File: src/rtl/uart_tx_3byte.sv
// Sends a latched 24-bit word as three back-to-back UART frames (MSB byte first, LSB-first bits); 8N1, or 8E1 with UART_TX_PARITY_EN.
// Latency: start bit on tx one clk after accept; transfer lasts 3*10 (3*11 with parity) bit cells.
// Backpressure: start is accepted only while busy=0; requests during a transfer are dropped.
module uart_tx_3byte #(
    parameter int CLK_HZ = 100_000_000,
    parameter int BAUD   = 115200
) (
    input  logic        clk,
    input  logic        rst,
    input  logic        start,
    input  logic [23:0] data_in,
    output logic        tx,
    output logic        busy,
    output logic        done
);
    localparam int CLKS_PER_BIT = CLK_HZ / BAUD;
    localparam int NBYTES       = 3;
    localparam int CW           = $clog2(CLKS_PER_BIT);

    typedef enum logic [2:0] {
        IDLE,
        START,
        DATA,
        STOP
`ifdef UART_TX_PARITY_EN
        , PARITY
`endif
    } state_t;

    state_t        state, state_n;
    logic [CW-1:0] baud_cnt, baud_n;
    logic [2:0]    bit_cnt, bit_n;
    logic [1:0]    byte_idx, idx_n;
    logic [23:0]   shreg;
    logic          done_r, done_n;
    logic          load;
    logic          cell_end;
    logic [7:0]    cur_byte;

    assign cell_end = (baud_cnt == CW'(CLKS_PER_BIT - 1));

    always_comb begin
        cur_byte = shreg[7:0];
        case (byte_idx)
            2'd0:    cur_byte = shreg[23:16];
            2'd1:    cur_byte = shreg[15:8];
            default: cur_byte = shreg[7:0];
        endcase
    end

    always_ff @(posedge clk) begin
        if (rst) begin
            state    <= IDLE;
            baud_cnt <= '0;
            bit_cnt  <= '0;
            byte_idx <= '0;
            shreg    <= '0;
            done_r   <= 1'b0;
        end else begin
            state    <= state_n;
            baud_cnt <= baud_n;
            bit_cnt  <= bit_n;
            byte_idx <= idx_n;
            done_r   <= done_n;
            if (load) begin
                shreg <= data_in;
            end
        end
    end

    // Every state change reloads the baud counter so cells never drift.
    always_comb begin
        state_n = state;
        baud_n  = baud_cnt;
        bit_n   = bit_cnt;
        idx_n   = byte_idx;
        done_n  = 1'b0;
        load    = 1'b0;
        case (state)
            IDLE: begin
                if (start) begin
                    state_n = START;
                    baud_n  = '0;
                    bit_n   = '0;
                    idx_n   = '0;
                    load    = 1'b1;
                end
            end
            START: begin
                if (cell_end) begin
                    state_n = DATA;
                    baud_n  = '0;
                end else begin
                    baud_n = baud_cnt + 1'b1;
                end
            end
            DATA: begin
                if (cell_end) begin
                    baud_n = '0;
                    if (bit_cnt == 3'd7) begin
                        bit_n = '0;
`ifdef UART_TX_PARITY_EN
                        state_n = PARITY;
`else
                        state_n = STOP;
`endif
                    end else begin
                        bit_n = bit_cnt + 1'b1;
                    end
                end else begin
                    baud_n = baud_cnt + 1'b1;
                end
            end
`ifdef UART_TX_PARITY_EN
            PARITY: begin
                if (cell_end) begin
                    state_n = STOP;
                    baud_n  = '0;
                end else begin
                    baud_n = baud_cnt + 1'b1;
                end
            end
`endif
            STOP: begin
                if (cell_end) begin
                    baud_n = '0;
                    if (byte_idx == 2'(NBYTES - 1)) begin
                        state_n = IDLE;
                        idx_n   = '0;
                        done_n  = 1'b1;
                    end else begin
                        state_n = START;
                        idx_n   = byte_idx + 1'b1;
                    end
                end else begin
                    baud_n = baud_cnt + 1'b1;
                end
            end
            default: begin
                state_n = IDLE;
                baud_n  = '0;
            end
        endcase
    end

    always_comb begin
        tx = 1'b1;
        case (state)
            START:   tx = 1'b0;
            DATA:    tx = cur_byte[bit_cnt];
`ifdef UART_TX_PARITY_EN
            PARITY:  tx = ^cur_byte;
`endif
            default: tx = 1'b1;
        endcase
    end

    assign busy = (state != IDLE);
    assign done = done_r;

endmodule
File: config.mk
export PLATFORM = sky130hd
export DESIGN_NAME = uart_tx_3byte
export DESIGN_NICKNAME = d
export VERILOG_FILES = /design/src/rtl/uart_tx_3byte.sv
export SDC_FILE = /design/constraint.sdc
export NUM_CORES = 1
export LEC_CHECK = 0
export ABC_AREA = 1
export CAP_MARGIN = 25
export CORE_ASPECT_RATIO = 0.6
export CORE_UTILIZATION = 34
export DETAILED_ROUTE_END_ITERATION = 10
export SLEW_MARGIN = 0
export SYNTH_ARGS = -nofsm -noshare
export SYNTH_HDL_FRONTEND = slang
export SYNTH_SLANG_ARGS = --single-unit
File: constraint.sdc
create_clock -name clk -period 2.5 [get_ports clk]
set_input_delay 0.625 -clock clk [delete_from_list [all_inputs] [get_ports clk]]
set_output_delay 0.625 -clock clk [all_outputs]
set_load 0.02 [all_outputs]
==> metrics.md, run 1 <==
| Metric | Value |
|---|---|
| Maxcap violations | 0 |
| Endpoints failing hold | 0 |
| Count of final max-slew check failures | 0 |
| Synth cell types | 28 |
| Setup crit start | state[0]$_SDFFE_PP0P_ |
| RSZ-0062 raised after global routing | no |
| Clock latency on the worst-skew pair | a little under 0.3 ns |
| Setup_tns | 0 ns |
| CP Class | register to primary output |
| Routed WL per cell | approximately 12 um |
| VDD IR-drop max | 0.4253 mV |
| CTS tree | built |
| Num CTS Buffers | 5 |
| Core Box Area | 5702 sq um |
| Clk root buf | clkbuf_8 |
| Highest-count cells in the layout ignoring fill and taps | nor2_1 (64), nand2_1 (43), dfxtp_1 (40) |
| Clk slew on worst S/H paths | 0.08 ns |
| Vias in the first global route | ~1700 |
| Util after Layout | 0.4525 |
| Io pins | 30 |
| Largest net degree at the start of global routing | 25 |
| Height of the die | 62.31 um |
| Grt total ovfl | 0 |
| Total vias in the final route | 1938 |
| Post-route ant nets | 0 |
| Fillers | around 600 |
| CP Cell Sequence | inv_1, ha_1, inv_2, clkdlybuf4s50_1 |
| Max incr delay on CP | 0.61 ns |
| GRT Util Overall | 0.1713 |
| Layout cells sized above 1 | 0.09639 |
| Number of DRC markers in iteration 0 | 108 |
| Min cycle time layout | between 2 and 2.5 ns |
| Routability cong. | around 0.8 |
| Yosys reg bits | 42 |
| Vias per cell | 4.704 |
| Worst endpoint required time | 1.88 ns |
| Setup ws final | 0.1275 ns |
| Width of the die | 102.5 um |
| Max Freq | 421.5 MHz |
| Diodes inserted | 0 |
| Area delta synth->final | 25.20% |
| PortBufs | 29 |
| Met2 wire len | 1779 um |
| Worst-margin pin slew | 0.4907 ns |
| Clock Path Buffers | 2 |
| Clock Skew | 0.008295 ns |
| Drt drc | 0 |
| Mean Syn Cell Area | roughly 7 sq um |
| Worst setup SP type | register |
| Drt pass-1 iters | 4 |
| Post-Route WL | 4987 um |
| First-pass GRT wire length | 8418 um |
| Initial antenna violation count | 0 |
| Synth Flop Type | dfxtp_1 |
| Relative slew slack | 0.6725 |
| Leakage | 1.028 nW |
| Die area | roughly 6400 sq um |
| Net Count, Synth | about 330 |
| Status | finished, final reports clean |
| Sequential-to-total area share from yosys stat | 0.4080 |
| Count of final setup violators | 0 |
| Async set-reset flop share out of synthesis | 0 |
| Cells after Synth | between 200 and 300 |
| DPL Wire Length | between 3000 and 4000 um |
| Pwr/cell area | 913.0 nW/um^2 |
| H-tree level count | 2 |
| Slowest stage cell, crit path | clkdlybuf4s50_1 |
| Leading cell type in the layout, fill and taps excluded | nor2_1 |
| Hold_sp | shreg[11]$_SDFFE_PP0P_ |
| Met3 WL post-DR | roughly 340 um |
| Hold Path Class | register to register |
| CP arrival | 1.75 ns |
| Post-place setup slack | about 0.016 ns |
| Synth Cell Area | 2061 sq um |
| RR Startpoint | state[1]$_SDFFE_PP0P_ |
| Row count | 21 |
| Top Metal Used | met4 |
| Nets@finish | 366 |
| Worst Path Max Fanout | 4 |
| Post-synth EDFFs | 0 |
| Starting Density | 0.3614 |
| Clk sinks | 42 |
| Met1 wire length | 2827 um |
| Yosys Warn Count | 0 |
| CP Capture Type | primary output |
| Tcrit/Tclk final | 0.9490 |
==> repair_timing <==
action	in CTS	in global routing
endpoints found under the hold margin	0	0
resized for setup	5	3
hold buffers	0	0
pin swaps	0	0
setup endpoints to repair	1	1
setup buffers	0	0
==> sequential cells by signal, indices dropped and copies added (netlist names) <==
| register | cells |
|---|---|
| baud_cnt | 10 |
| bit_cnt | 3 |
| byte_idx | 2 |
| done | 1 |
| shreg | 24 |
| state | 2 |
==> metal layers <==
| metal | global-route usage | vias to the layer above |
|---|---|---|
| met4 | 0.03750 | 0 |
| li1 | - | 1038 |
| met2 | 0.2158 | 56 |
| met5 | 0 | - |
| met1 | 0.2777 | 839 |
| met3 | 0.04617 | 5 |
==> final cells by class <==
class / count / area (sq um) / area share
Clock inverter: 2 / 37.54 / 0.01455
Timing Repair Buffer: 38 / 352.8 / 0.1368
Clock buffer: 6 / 72.57 / 0.02813
Tap cell: 80 / 100.1 / 0.03880
Inverter: 26 / 97.59 / 0.03783
Multi-Input combinational cell: 218 / 1074 / 0.4161
Sequential cell: 42 / 845.8 / 0.3278
==> cell usage after synthesis (3+ instances only) <==
cell | instances | area, sq um
nor2_1 | 65 | 244.0
nand2_1 | 43 | 161.4
dfxtp_1 | 42 | 840.8
nand3_1 | 27 | 135.1
o21ai_0 | 27 | 135.1
inv_1 | 23 | 86.33
a21oi_1 | 22 | 110.1
ha_1 | 8 | 100.1
nor3_1 | 6 | 30.03
nand4_1 | 5 | 31.28
buf_2 | 4 | 20.02
inv_2 | 3 | 11.26
nor2_2 | 3 | 18.77
==> cell families after synthesis <==
| logic type | after synthesis | share of synthesized area |
|---|---|---|
| buffers and inverters | 36 | 0.07468 |
| xor gates and xnor gates | 1 | 0.004251 |
| and+or+nand+nor | 157 | 0.3321 |
| DFF | 42 | 0.4080 |
| adders and majority gates | 8 | 0.04858 |
| AOI/OAI and AO/OA | 52 | 0.1324 |
==> worst paths after layout <==
check	slack [ns]	cells after the start	endpoint
hold / removal	0.50	2	shreg[11]$_SDFFE_PP0P_
setup / recovery	0.13	4	busy
hold reg to reg	0.50	2	shreg[11]$_SDFFE_PP0P_
setup reg to reg	0.82	10	baud_cnt[4]$_SDFFE_PP0P_
==> worst max-delay path: cells and delay by family, from the launching register on <==
kind | cells | cell delay (ns)
fa+ha+maj | 1 | 0.25
buf+inv | 3 | 0.83
flops | 1 | 0.38
==> stage by stage <==
| step | std cells | power (mW) | hold WS [ns] | cell area (sq um) |
|---|---|---|---|---|
| 3_5_place_dp | 404 | 1.845 | 0.4816 | 2462 |
| 3_3_place_gp | 404 | 1.845 | 0.4724 | 2462 |
| 6_report | 412 | 2.355 | 0.4962 | 2580 |
| 4_1_cts | 412 | 2.372 | 0.4948 | 2581 |
| 2_1_floorplan | 296 | 1.556 | 0.4553 | 2061 |
| 5_1_grt | 412 | 2.547 | 0.5187 | 2580 |
==> power breakdown <==
part           switching, mW  internal (mW)  total (mW)
sequential             0.109          0.810       0.919
clock                  0.231          0.298       0.529
combinational          0.558          0.349       0.907
No activity file was read; power rests on OpenSTA's default activity.
==> run 2: changes to the inputs <==
--- a/config.mk
+++ b/config.mk
@@ -6,9 +6,9 @@
 export NUM_CORES = 1
 export LEC_CHECK = 0
 export ABC_AREA = 1
-export CAP_MARGIN = 25
+export CAP_MARGIN = 20
 export CORE_ASPECT_RATIO = 0.6
-export CORE_UTILIZATION = 34
+export CORE_UTILIZATION = 30
 export DETAILED_ROUTE_END_ITERATION = 10
 export SLEW_MARGIN = 0
 export SYNTH_ARGS = -nofsm -noshare
==> metrics.md, run 2 (synthesized netlist as in run 1, its figures left out) <==
| Metric | Value |
|---|---|
| Status | finished, final reports clean (unchanged) |
| Worst r2r dst | state[0]$_SDFFE_PP0P_ (was baud_cnt[4]$_SDFFE_PP0P_) |
| DPL Wire Length | 3921 um (was 3825 um) |
| Count of final max-slew check failures | 0 (unchanged) |
| Die area | 7215 sq um (was 6387 sq um) |
| Min cycle time layout | 2.370 ns (was 2.373 ns) |
| Height of the die | 66.20 um (was 62.31 um) |
| RR Startpoint | bit_cnt[0]$_SDFFE_PP0P_ (was state[1]$_SDFFE_PP0P_) |
| Largest Register | shreg (unchanged) |
| Clk pwr share | 0.247 (was 0.225) |
| Max Freq | 422.0 MHz (was 421.5 MHz) |
| Post-Route WL | 5065 um (was 4987 um) |
| Number of DRC markers in iteration 0 | 111 (was 108) |
| Drt drc | 0 (unchanged) |
| Largest register FFs | 24 (unchanged) |
| Row count | 22 (was 21) |
| CTS tree | built (unchanged) |
| Setup ws final | 0.1302 ns (was 0.1275 ns) |
| GRT Util Overall | 0.1491 (was 0.1713) |
| R2r worst-path depth | 9 (was 10) |
| Seq pwr share | 0.378 (was 0.390) |
| Num CTS Buffers | 5 (unchanged) |
| Clk root buf | clkbuf_16 (was clkbuf_8) |
| Grt total ovfl | 0 (unchanged) |
| Leading cell type in the layout, fill and taps excluded | nor2_1 (unchanged) |
| Worst Path Max Fanout | 6 (was 4) |
| Sw Share | 0.3767 (was 0.3815) |
| Nets@finish | 365 (was 366) |
| Placed Cells | 407 (was 404) |
| Switch Pwr | 0.9200 mW (was 0.8986 mW) |
| Clock latency on the worst-skew pair | 0.28 ns (was 0.29 ns) |
| Tcrit/Tclk final | 0.9479 (was 0.9490) |
| Setup crit start | byte_idx[0]$_SDFFE_PP0P_ (was state[0]$_SDFFE_PP0P_) |
| Relative slew slack | 0.6794 (was 0.6725) |
| Worst-margin pin slew | 0.4803 ns (was 0.4907 ns) |
| RSZ-0062 raised after global routing | no (unchanged) |
| Combinational power share | 0.375 (was 0.385) |
| Post-place setup slack | 0.08447 ns (was 0.01586 ns) |
| Int Power | 1.523 mW (was 1.457 mW) |
| Hold Path Class | register to register (unchanged) |
| First-pass GRT wire length | 8183 um (was 8418 um) |
| CP Class | register to primary output (unchanged) |
| Vias per cell | 4.780 (was 4.704) |
| Setup_tns | 0 ns (unchanged) |
| CP Capture Type | primary output (unchanged) |
| Initial antenna violation count | 0 (unchanged) |
| Worst setup SP type | register (unchanged) |
| Core Box Area | 6359 sq um (was 5702 sq um) |
| Leakage | 1.041 nW (was 1.028 nW) |
| Post-route ant nets | 0 (unchanged) |
| Maxcap violations | 0 (unchanged) |
| Clk sinks | 42 (unchanged) |
| H-tree level count | 2 (unchanged) |
| Worst R2R Setup Slack | 0.83 ns (was 0.82 ns) |
| Layout cells sized above 1 | 0.09091 (was 0.09639) |
| Clk slew on worst S/H paths | 0.06 ns (was 0.08 ns) |
| VDD IR-drop max | 0.3477 mV (was 0.4253 mV) |
| Post-Layout Cell Count | 414 (was 412) |
| Io pins | 30 (unchanged) |
| Width of the die | 109.0 um (was 102.5 um) |
| Area delta synth->final | 26.35% (was 25.20%) |
| CP Capture Point | tx (was busy) |
| Routed WL per cell | 12.23 um (was 12.10 um) |
| # hold bufs at CTS | 0 (unchanged) |
| Highest-count cells in the layout ignoring fill and taps | nor2_1 (64), nand2_1 (43), dfxtp_1 (40) (unchanged) |
| Vias in the first global route | 1650 (was 1737) |
| Clock Path Buffers | 2 (unchanged) |
| Routability cong. | 0.9044 (was 0.8192) |
| Clock Skew | 0.003550 ns (was 0.008295 ns) |
| Largest net degree at the start of global routing | 25 (unchanged) |
| PortBufs | 29 (unchanged) |
| Total vias in the final route | 1979 (was 1938) |
| Worst endpoint required time | 1.88 ns (about the same) |
| Starting Density | 0.3241 (was 0.3614) |
| Endpoints failing hold | 0 (unchanged) |
| Largest registers | shreg: 24 flops, baud_cnt: 10 flops, bit_cnt: 3 flops (unchanged) |
| Count of final setup violators | 0 (unchanged) |
| Diodes inserted | 0 (unchanged) |
| Fillers | 651 (was 604) |
| Drt pass-1 iters | 4 (unchanged) |
| Pwr/cell area | 938.1 nW/um^2 (was 913.0 nW/um^2) |
| CP arrival | 1.74 ns (was 1.75 ns) |
==> run 2: cell types whose count changed in the layout (fill, tap and decap cells not counted), sizes merged <==
cell         before  now
clkinvlp          1    0
buf               9    8
clkinv            0    2
clkbuf            7    5
bufinv            1    0
dlygate4sd2       0    1
==> run 2: worst min path at each step <==
stage	slack (ns)	cells past startpoint	startpoint	to
finish	0.49	2	shreg[21]$_SDFFE_PP0P_	shreg[21]$_SDFFE_PP0P_
global route	0.52	2	shreg[11]$_SDFFE_PP0P_	shreg[11]$_SDFFE_PP0P_
CTS	0.49	2	shreg[21]$_SDFFE_PP0P_	shreg[21]$_SDFFE_PP0P_
floorplan	0.46	2	shreg[0]$_SDFFE_PP0P_	shreg[0]$_SDFFE_PP0P_
detailed placement	0.49	2	shreg[21]$_SDFFE_PP0P_	shreg[21]$_SDFFE_PP0P_
global placement	0.47	2	shreg[12]$_SDFFE_PP0P_	shreg[12]$_SDFFE_PP0P_
==> run 2: cell type report <==
type | count | area (sq um) | area share
timing repair buffer | 37 | 349.1 | 0.1341
clock buffer | 5 | 125.1 | 0.04805
inverter | 26 | 97.59 | 0.03748
multi-input combinational | 218 | 1074 | 0.4123
clock inverter | 2 | 10.01 | 0.003844
tap | 84 | 105.1 | 0.04037
sequential | 42 | 843.3 | 0.3239
==> run 2: per-stage QoR <==
stage	hold slack [ns]	total power, mW	util	instance area (sq um)
floorplan	0.4553	1.556	-	2061
global placement	0.4706	1.842	0.3869	2460
detailed placement	0.4850	1.844	0.3869	2460
CTS	0.4950	2.446	0.4079	2594
global route	0.5170	2.621	0.4095	2604
finish	0.4922	2.443	0.4095	2604
==> run 2: repair_timing <==
| action | in CTS | in global routing |
|---|---|---|
| buffers inserted | 0 | 0 |
| cloned | 0 | 0 |
| setup endpoints to repair | 1 | 1 |
| gates resized for setup | 1 | 4 |
==> run 2: metal layers <==
metal / track usage / routed length [um] / vias to the layer above
li1: - / - / 1035
met1: 0.2379 / 2821 / 880
met2: 0.1824 / 1832 / 62
met3: 0.03842 / 386 / 2
met4: 0.04561 / 25 / 0
met5: 0 / 0 / -
==> run 2: critical path, stage by stage, from the launching register on <==
cell           delay [ns]
dfxtp_2              0.40
inv_1                0.10
nor2_2               0.15
nand2_1              0.08
nand3_1              0.09
nand3_1              0.08
nand3b_1             0.09
nand3_1              0.07
nand2_1              0.08
dlygate4sd2_1        0.34
==> run 2: power by group through the flow <==
stage          combinational (mW)  clock, mW  sequential, mW
3_5_place_dp                0.908          0           0.935
2_1_floorplan               0.659          0           0.897
6_report                    0.916      0.604           0.923
3_3_place_gp                0.906          0           0.936
5_1_grt                      1.04      0.645           0.940
4_1_cts                     0.906      0.619           0.922
==> run 3: changes to the inputs <==
--- a/config.mk
+++ b/config.mk
@@ -6,7 +6,7 @@
 export NUM_CORES = 1
 export LEC_CHECK = 0
 export ABC_AREA = 1
-export CAP_MARGIN = 20
+export CAP_MARGIN = 10
 export CORE_ASPECT_RATIO = 0.6
 export CORE_UTILIZATION = 30
 export DETAILED_ROUTE_END_ITERATION = 10
==> results of run 3 <==
The final DEF is identical to that of run 2; final timing and power are the same.
